## src/rtl/router_sync_multi.sv

```systemverilog
// router_sync_multi: N-port router synchronizer with per-port timeout soft reset; optional ROUTER_SYNC_TIMEOUT_STATUS_EN adds sticky timeout status
module router_sync_multi #(
  parameter int NUM_PORTS = 3,
  parameter int ADDR_W    = 2,
  parameter int TIMEOUT   = 30,
  parameter int CNT_W     = 5
) (
  input  logic                 clock,
  input  logic                 resetn,
  input  logic                 detect_addr,
  input  logic [ADDR_W-1:0]    data_in,
  input  logic                 write_en_reg,
  input  logic [NUM_PORTS-1:0] full,
  input  logic [NUM_PORTS-1:0] empty,
  input  logic [NUM_PORTS-1:0] read_en,
  output logic [NUM_PORTS-1:0] write_enb,
  output logic                 fifo_full,
  output logic                 addr_err,
  output logic [NUM_PORTS-1:0] vld_out,
  output logic [NUM_PORTS-1:0] soft_reset
`ifdef ROUTER_SYNC_TIMEOUT_STATUS_EN
  ,
  input  logic [NUM_PORTS-1:0] clr_status,
  output logic [NUM_PORTS-1:0] timeout_status
`endif
);
  logic [ADDR_W-1:0]    r_addr;
  logic                 r_addr_err;
  logic [CNT_W-1:0]     r_cnt [NUM_PORTS];
  logic [NUM_PORTS-1:0] r_sr;
  logic [NUM_PORTS-1:0] w_wait;
  always_ff @(posedge clock or negedge resetn)
    if (!resetn) begin
      r_addr     <= '0;
      r_addr_err <= 1'b0;
    end else if (detect_addr) begin
      r_addr     <= data_in;
      r_addr_err <= int'(data_in) >= NUM_PORTS;
    end
  assign vld_out    = ~empty;
  assign w_wait     = vld_out & ~read_en;
  assign addr_err   = r_addr_err;
  assign write_enb  = (write_en_reg && !r_addr_err) ? NUM_PORTS'(1) << r_addr : '0;
  assign fifo_full  = r_addr_err ? 1'b1 : full[r_addr];
  assign soft_reset = r_sr;
  // Terminal count fires the pulse and restarts, so a stuck port repeats every TIMEOUT cycles
  always_ff @(posedge clock or negedge resetn)
    if (!resetn) begin
      r_sr <= '0;
      for (int i = 0; i < NUM_PORTS; i++) r_cnt[i] <= '0;
    end else begin
      for (int i = 0; i < NUM_PORTS; i++) begin
        r_sr[i]  <= w_wait[i] && r_cnt[i] == CNT_W'(TIMEOUT - 1);
        r_cnt[i] <= (w_wait[i] && r_cnt[i] != CNT_W'(TIMEOUT - 1)) ? r_cnt[i] + 1'b1 : '0;
      end
    end
`ifdef ROUTER_SYNC_TIMEOUT_STATUS_EN
  logic [NUM_PORTS-1:0] r_status;
  logic [NUM_PORTS-1:0] w_fire;
  always_comb
    for (int i = 0; i < NUM_PORTS; i++) w_fire[i] = w_wait[i] && r_cnt[i] == CNT_W'(TIMEOUT - 1);
  always_ff @(posedge clock or negedge resetn)
    if (!resetn) r_status <= '0;
    else r_status <= w_fire | (r_status & ~clr_status);
  assign timeout_status = r_status;
`endif
endmodule

```

## config.mk

```make
export PLATFORM = sky130hd
export DESIGN_NAME = router_sync_multi
export DESIGN_NICKNAME = d
export VERILOG_FILES = /design/src/rtl/router_sync_multi.sv
export SDC_FILE = /design/constraint.sdc
export NUM_CORES = 1
export LEC_CHECK = 0
export BUFFER_PORTS_ARGS = -buffer_cell sky130_fd_sc_hd__buf_2
export CAP_MARGIN = 20
export CORE_MARGIN = 5
export CORE_UTILIZATION = 49
export CTS_CLUSTER_SIZE = 10
export DETAILED_ROUTE_END_ITERATION = 7
export HOLD_SLACK_MARGIN = 0.1
export PLACE_DENSITY = 0.76
export SYNTH_ARGS = -nofsm -noshare
export SYNTH_HDL_FRONTEND = slang
export SYNTH_SLANG_ARGS = --single-unit
```

## constraint.sdc

```tcl
create_clock -name clock -period 1.21 [get_ports clock]
set_input_delay 0.1815 -clock clock [delete_from_list [all_inputs] [get_ports clock]]
set_output_delay 0.1815 -clock clock [all_outputs]
set_load 0.01 [all_outputs]
```

==> results.yml, run 1 <==
power:
  power.density_nw_per_um2: 999
  max-vdd-ir-drop_uv: 814
  p_total_w: 0.00124
  static-leakage-power_nw: 0.618
synthesis:
  synth_seq_cells: 21
  netlist_instances: 88
  synthTopCellsByCount: "21 x dfrtp_1, 18 x nor2_1, 8 x inv_1"
  synth.yosys.warnings: 0
  yosysTopAreaCell: "dfrtp_1"
  yosysSeqAreaShare: 0.561
  synth_top_area_frac: 0.561
  synthTopCellsByArea: "dfrtp_1 56%, ha_1 8.0%, nor2_1 7.2%"
  syn-cell-area_um2: 936
  ys.flop_type: "dfrtp_1"
  synthArstFlopShare: 1.00
  yosysMostFrequentCell: "dfrtp_1"
  yosysUniqueCellTypes: 17
  syn_nets: 109
  synth-edff-count: 0
  avgSynthCellArea_um2: 10.6
floorplanning:
  die-area_um2: 2880
  num_rows: 15
  initial_core_util: 0.530
  coreArea_um2: 1760
  fp.dieW_um: 53.7
  die_y_um: 53.7
  io_pins: 26
grt:
  grt.total_usage: 0.164
  antenna_found_initial: 0
  grt_overflow: 0
  grt_max_degree: 22
  grt_pass1_vias: 796
  grt_pass1_wl_um: 3350
worst_setup_path:
  critPathKind: "flip-flop to output pin"
  cp_max_fo: 5
  cp-end-kind: "output pin"
  worstPathRequired_ps: 1030
  crit_path_top_delay_cell: "dfrtp_2"
  startpoint_type: "flip-flop"
  crit_chain: "nor4b_4, buf_2"
  critical_path.max_stage_delay_ps: 480
  cp.arrival_ps: 1230
sta:
  holdWs_ps: 135
  setup_slack_ps: -202
  min_period_ps: 1410
  setup_viol: 4
  max_freq_mhz: 708
  max-slew-margin-rel: 0.693
  rsz0062_at_grt: "true"
  period_share: 1.17
  hold_viol_final: 0
  finalMaxSlewViolations: 0
  worst_slew_pin_slew_ps: 460
  finClkSkew_ps: 1.36
clocking:
  cts_max_path_buffers: 2
  clkLatencyLatePin_ps: 290
  clock-sinks: 21
  path_clk_slew_ps: 110
  cts_root_buf: "clkbuf_4"
  cts_tree: "built"
  cts_buffers: 3
  htree_num_levels: 1
routing:
  vias: 742
  first_pass_iters: 4
  routed_wl_um: 2030
  ant_nets: 0
  via_per_inst: 4.91
  dr.first_iter.drc_count: 10
  wl_per_cell_um: 13.4
  remaining_drc_errors: 0
flow_run:
  cap_violations: 0
finish:
  layout-drive-gt1-share: 0.278
  fillers: 154
  design_area_um2: 1240
  syn_to_final_growth_pct: 32.1
  nets: 148
  antenna_cells: 0
  layoutNonFillerInstCount: 151
run_status:
  violations: "negative setup slack"
  run_status: "complete, but fails checks"
placed_design:
  finalWeightedCongestion: 0.718
  detailed_place_hpwl_um: 1320
  pre_cts_ws_ps: 120
  io_buffers: 25
  placed_cell_area_um2: 1090
  dp_cells: 138
min_path:
  hold_path_class: "input port to flip-flop"
layout by cell type, fill, tap and decap left out, types with 2 or more instances in the layout:
cell and count:
clkbuf_4 3, o21ai_0 2, nand4_1 3, dlygate4sd3_1 9, xnor2_1 3, nor2_1 18
nand3_1 7, nor3_1 3, nand2_1 4, inv_1 7, buf_2 23, dfrtp_1 19
dfrtp_2 2, xor2_1 6, ha_1 6
where the power goes:
part           internal, W  leakage (nW)  switching (W)
combinational    0.0000821         0.318      0.0000813
clock             0.000123        0.0177       0.000201
sequential        0.000721         0.283      0.0000268
total             0.000926         0.618       0.000309
state kept, by name (all words and copies together), names as in the netlist:
signal	count
addr_err	1
r_addr	2
r_cnt	15
soft_reset	3
critical path: cells and delay by family (launching register included):
family	cells	cell delay, ps
buffers and inverters	1	170
flip-flops	1	480
AND/OR/NAND/NOR	1	290
cell families after synthesis:
family                     synth area share
AOI/OAI and AO/OA                    0.0227
xor gates and xnor gates             0.0842
adders and majority gates            0.0802
buffers and inverters                0.0321
DFF                                   0.561
muxes                                0.0227
and+or+nand+nor                       0.197
per-stage QoR:
stage | setup TNS [ps] | util
4_1_cts | -685 | 0.694
3_5_place_dp | 0 | 0.619
6_report | -703 | 0.701
2_1_floorplan | 0 | -
3_3_place_gp | 0 | 0.619
5_1_grt | -1020 | 0.701
area by class of cell:
type	count	area [um^2]	area share
inverters	8	30.0	0.0243
repair buffers	34	224	0.181
multi-input cells	59	395	0.320
flip-flops and latches	21	528	0.427
clock inverters	1	5.00	0.00405
clock buffers	3	22.5	0.0182
well taps	25	31.3	0.0253
path summary, 6_finish.rpt:
kind                            start           end  slack, ps  depth (start not counted)
max                         r_addr[1]  write_enb[1]       -200                          2
min                        data_in[1]     r_addr[1]        140                          2
max reg2reg                  r_cnt[6]      r_cnt[8]        110                          5
min reg2reg                  r_cnt[0]      r_cnt[0]        500                          1
max in group asynchronous      resetn     r_addr[1]        510                          2
min in group asynchronous      resetn     r_cnt[12]        360                          2
what timing repair did:
action | CTS | global route
setup buffers | 1 | 0
gates cloned | 0 | 0
gates resized for setup | 2 | 5
pin swaps | 1 | 2
setup endpoints to repair | 4 | 6
hold endpoints to repair | 25 | 0
hold buffers | 9 | 0
routing by layer:
| metal | share of wire | vias to the layer above | track usage |
|---|---|---|---|
| met4 | 0.0084 | 0 | 0.0638 |
| met2 | 0.55 | 17 | 0.302 |
| li1 | - | 366 | - |
| met1 | 0.39 | 357 | 0.183 |
| met5 | 0 | - | 0 |
| met3 | 0.054 | 2 | 0.0305 |
(Power assumes the default switching activity.)
==> inputs of run 2 (changes only) <==
- CORE_UTILIZATION: 49 -> 45
- PLACE_DENSITY: 0.76 -> 0.73
- clock period: 1.21 -> 1.2 ns (I/O delays scaled with it)
==> results.yml, run 2 (synthesis gave the netlist of run 1 again) <==
clocking:
  cts_root_buf: "clkbuf_4"
  post_cts_buffers: 0
  clock-sinks: 21
  path_clk_slew_ps: 110
  cts_max_path_buffers: 2
  clkLatencyLatePin_ps: 300
  cts_tree: "built"
  htree_num_levels: 1
  cts_buffers: 3
sta:
  finalMaxSlewViolations: 0
  hold_viol_final: 0
  min_period_ps: 1400
  max_freq_mhz: 714
  setup_slack_ps: -200
  max-slew-margin-rel: 0.695
  worst_slew_pin_slew_ps: 457
  setup_viol: 4
  finClkSkew_ps: 6.16
  rsz0062_at_grt: "true"
  period_share: 1.17
finish:
  syn_to_final_growth_pct: 29.3
  mostFrequentLayoutCells: "23 x buf_2, 19 x dfrtp_1, 18 x nor2_1"
  layoutNonFillerInstCount: 151
  layout-drive-gt1-share: 0.266
  largest_register_ff_count: 15
  nets: 146
  utilization: 0.610
  antenna_cells: 0
  design_area_um2: 1210
  final_common_cell: "buf_2"
  regMostFlops: "r_cnt"
worst_setup_path:
  cp_max_fo: 5
  cp-end-kind: "output pin"
  cp.arrival_ps: 1220
  r2r-end: "r_cnt[3]"
  r2r_cells: 4
  worstPathRequired_ps: 1020
  worstReg2RegStart: "r_cnt[0]"
  critPathKind: "flip-flop to output pin"
  reg2reg_setup_slack_ps: 110
  startpoint_type: "flip-flop"
grt:
  antenna_found_initial: 0
  grt_overflow: 0
  grt_max_degree: 22
  grt_pass1_wl_um: 3150
  grt_pass1_vias: 701
  grt.total_usage: 0.126
run_status:
  run_status: "complete, but fails checks"
  violations: "negative setup slack"
placed_design:
  placed_cell_area_um2: 1090
  detailed_place_hpwl_um: 1270
  pre_cts_ws_ps: 135
  finalWeightedCongestion: 0.771
  io_buffers: 25
  dp_cells: 140
routing:
  wl_per_cell_um: 11.8
  routed_wl_um: 1780
  dr.first_iter.drc_count: 12
  via_per_inst: 4.85
  ant_nets: 0
  vias: 733
  remaining_drc_errors: 0
  first_pass_iters: 4
power:
  p_clk_frac: 0.272
  power.density_nw_per_um2: 1020
  p_comb_frac: 0.120
  p_total_w: 0.00124
  static-leakage-power_nw: 0.599
  seqPwrFrac: 0.608
  max-vdd-ir-drop_uv: 568
  power.internal_w: 0.000930
  switching_share: 0.248
  p_switching_w: 0.000306
floorplanning:
  die-area_um2: 3090
  die_y_um: 55.6
  fp.dieW_um: 55.6
  num_rows: 16
  coreArea_um2: 1980
  initial_core_util: 0.472
  io_pins: 26
min_path:
  hold_path_class: "input port to flip-flop"
  min_to: "r_addr[1]"
  hold_depth: 2
  min_from: "data_in[1]"
flow_run:
  cap_violations: 0
## run 2: cell types whose count changed in the layout (fill, tap and decap cells not counted), sizes merged
cell,change
clkbuf,+1
clkinv,-1
buf,-2
## run 2: what timing repair did
| item | in CTS | in global routing |
|---|---|---|
| pin swaps | 2 | 4 |
| resized for setup | 6 | 0 |
| hold buffers | 9 | 0 |
| endpoints found under the setup margin | 4 | 6 |
| cloned | 0 | 0 |
| hold endpoints to repair | 25 | 0 |
## run 2: power by group through the flow
stage	Clock (W)	Sequential (W)	Combinational [W]
finish	0.000336	0.000751	0.000149
floorplan	0	0.000758	0.0000567
CTS	0.000349	0.000751	0.000153
detailed placement	0	0.000761	0.000129
global placement	0	0.000759	0.000124
global route	0.000378	0.000755	0.000168
## run 2: per-layer routing
layer	global-route usage	part of all wire	vias to the layer above
li1	-	-	362
met1	0.152	0.42	348
met2	0.209	0.51	20
met3	0.0302	0.055	3
met4	0.0625	0.016	0
met5	0	0	-
## run 2: area by class of cell
class / instances / area [um^2]
sequential: 21 / 528
multi-input combinational: 59 / 387
clock buffer: 4 / 26.3
inverter: 8 / 30.0
fill: 173 / 772
tap: 27 / 33.8
timing repair buffer: 32 / 205
## run 2: critical path, stage by stage (launching register included)
cell     delay [ps]
dfrtp_2         460
nor4b_2         280
buf_2           180
## run 2: how the worst max path moves through the flow
stage / from / to / slack, ps
3_3_place_gp: r_addr[1] / write_enb[0] / 150
6_report: addr_err / write_enb[0] / -200
4_1_cts: r_addr[0] / write_enb[1] / -190
5_1_grt: r_addr[0] / fifo_full / -270
3_5_place_dp: r_cnt[5] / r_cnt[5] / 140
2_1_floorplan: r_addr[1] / write_enb[0] / 120
## run 2: stage by stage
step / TNS [ps] / hold WS, ps
floorplan: 0 / -116
global placement: 0 / 158
detailed placement: 0 / 163
CTS: -678 / 123
global route: -937 / 120
finish: -647 / 131
==> inputs of run 3 (changes only) <==
==> constraint.sdc (replaced) <==
create_clock -name clock -period 1.2 [get_ports clock]
set_input_delay 0.24 -clock clock [delete_from_list [all_inputs] [get_ports clock]]
set_output_delay 0.24 -clock clock [all_outputs]
set_load 0.01 [all_outputs]
==> results.yml, run 3 (synthesis gave the netlist of run 1 again) <==
grt:
  grt_pass1_wl_um: 3110
  grt_pass1_vias: 743
  grt_max_degree: 22
  antenna_found_initial: 0
  grt_overflow: 0
  grt.total_usage: 0.123
sta:
  rsz0062_at_grt: "true"
  max_freq_mhz: 692
  min_period_ps: 1450
  finClkSkew_ps: 6.20
  hold_viol_final: 0
  max-slew-margin-rel: 0.700
  setup_viol: 4
  setup_slack_ps: -246
  period_share: 1.21
  tns_ps: -885
  holdWs_ps: 123
  finalMaxSlewViolations: 0
  worst_slew_pin_slew_ps: 450
clocking:
  cts_buffers: 3
  cts_root_buf: "clkbuf_4"
  clkLatencyLatePin_ps: 290
  htree_num_levels: 1
  cts_max_path_buffers: 2
  path_clk_slew_ps: 110
  clock-sinks: 21
  cts_tree: "built"
floorplanning:
  coreArea_um2: 1980
  die-area_um2: 3090
  die_y_um: 55.6
  initial_core_util: 0.472
  fp.dieW_um: 55.6
  num_rows: 16
  io_pins: 26
power:
  static-leakage-power_nw: 0.603
  power.density_nw_per_um2: 1020
  p_total_w: 0.00122
  max-vdd-ir-drop_uv: 595
routing:
  wl_met2_um: 859
  ant_nets: 0
  wl_per_cell_um: 11.1
  met3_length_um: 84
  remaining_drc_errors: 0
  wl_met1_um: 704
  vias: 700
  first_pass_iters: 3
  routed_wl_um: 1670
  via_per_inst: 4.64
  maxUsedRoutingLayer: "met4"
  dr.first_iter.drc_count: 6
finish:
  nets: 146
  layout-drive-gt1-share: 0.298
  largest_register_ff_count: 15
  regMostFlops: "r_cnt"
  antenna_cells: 0
  mostFrequentLayoutCells: "25 x buf_2, 19 x dfrtp_1, 18 x nor2_1"
  final_common_cell: "buf_2"
  syn_to_final_growth_pct: 27.8
min_path:
  hold_path_class: "input port to flip-flop"
  hold_depth: 2
  min_from: "empty[2]"
worst_setup_path:
  worstReg2RegStart: "r_cnt[10]"
  cp_max_fo: 6
  worstSetupStartpoint: "r_addr[1]"
  startpoint_type: "flip-flop"
  cp.arrival_ps: 1210
  r2r_cells: 4
  worstPathRequired_ps: 960
  cp-end-kind: "output pin"
  critPathKind: "flip-flop to output pin"
placed_design:
  io_buffers: 25
  detailed_place_hpwl_um: 1320
  finalWeightedCongestion: 0.743
run_status:
  violations: "negative setup slack"
  run_status: "complete, but fails checks"
flow_run:
  cap_violations: 0
[run 3: cell count changes in the layout (fill, tap and decap cells not counted), sizes merged]
cell,change
clkinv,+1
clkbuf,-1
buf,+4
dlygate4sd3,-4
[run 3: worst paths after layout]
check	end	slack, ps
max in group asynchronous	addr_err	450
hold / removal	soft_reset[2]	120
setup / recovery	write_enb[0]	-250
hold reg to reg	r_cnt[0]	500
min in group asynchronous	r_cnt[7]	400
setup reg to reg	r_cnt[13]	120
[run 3: timing repair]
action                                 in CTS  in global routing
setup endpoints to repair                   4                  4
pin swaps                                   1                  2
setup buffers                               1                  1
hold buffers                                5                  0
resized for setup                           3                  2
endpoints found under the hold margin      24                  0
[run 3: final cells by class]
| class | count | area [um^2] |
|---|---|---|
| clock buffers | 3 | 22.5 |
| clock inverters | 1 | 5.00 |
| fillers | 167 | 786 |
| inverters | 8 | 30.0 |
| multi-input cells | 59 | 387 |
| flip-flops and latches | 21 | 528 |
| well taps | 27 | 33.8 |
| repair buffers | 32 | 190 |
[run 3: critical path, cell delays in order, from the launching register on]
cell and delay, ps:
dfrtp_2 470, nor4b_2 270, buf_2 180
[run 3: routing by layer]
layer,vias to the layer above,global-route usage
li1,362,-
met1,321,0.143
met2,15,0.208
met3,2,0.0325
met4,0,0.0590
met5,-,0
[run 3: metrics by stage]
stage | util | setup WS [ps] | std cells | instance area [um^2]
after floorplan | - | 56.0 | 88 | 936
after global placement | 0.552 | 91.2 | 140 | 1090
after detailed placement | 0.552 | 13.8 | 140 | 1090
after CTS | 0.599 | -262 | 150 | 1190
after global routing | 0.604 | -376 | 151 | 1200
final | 0.604 | -246 | 151 | 1200
[run 3: power breakdown]
part / internal, W / switching [W] / total [W]
clock network: 0.000124 / 0.000200 / 0.000324
logic: 0.0000734 / 0.0000746 / 0.000148
registers: 0.000727 / 0.0000236 / 0.000750
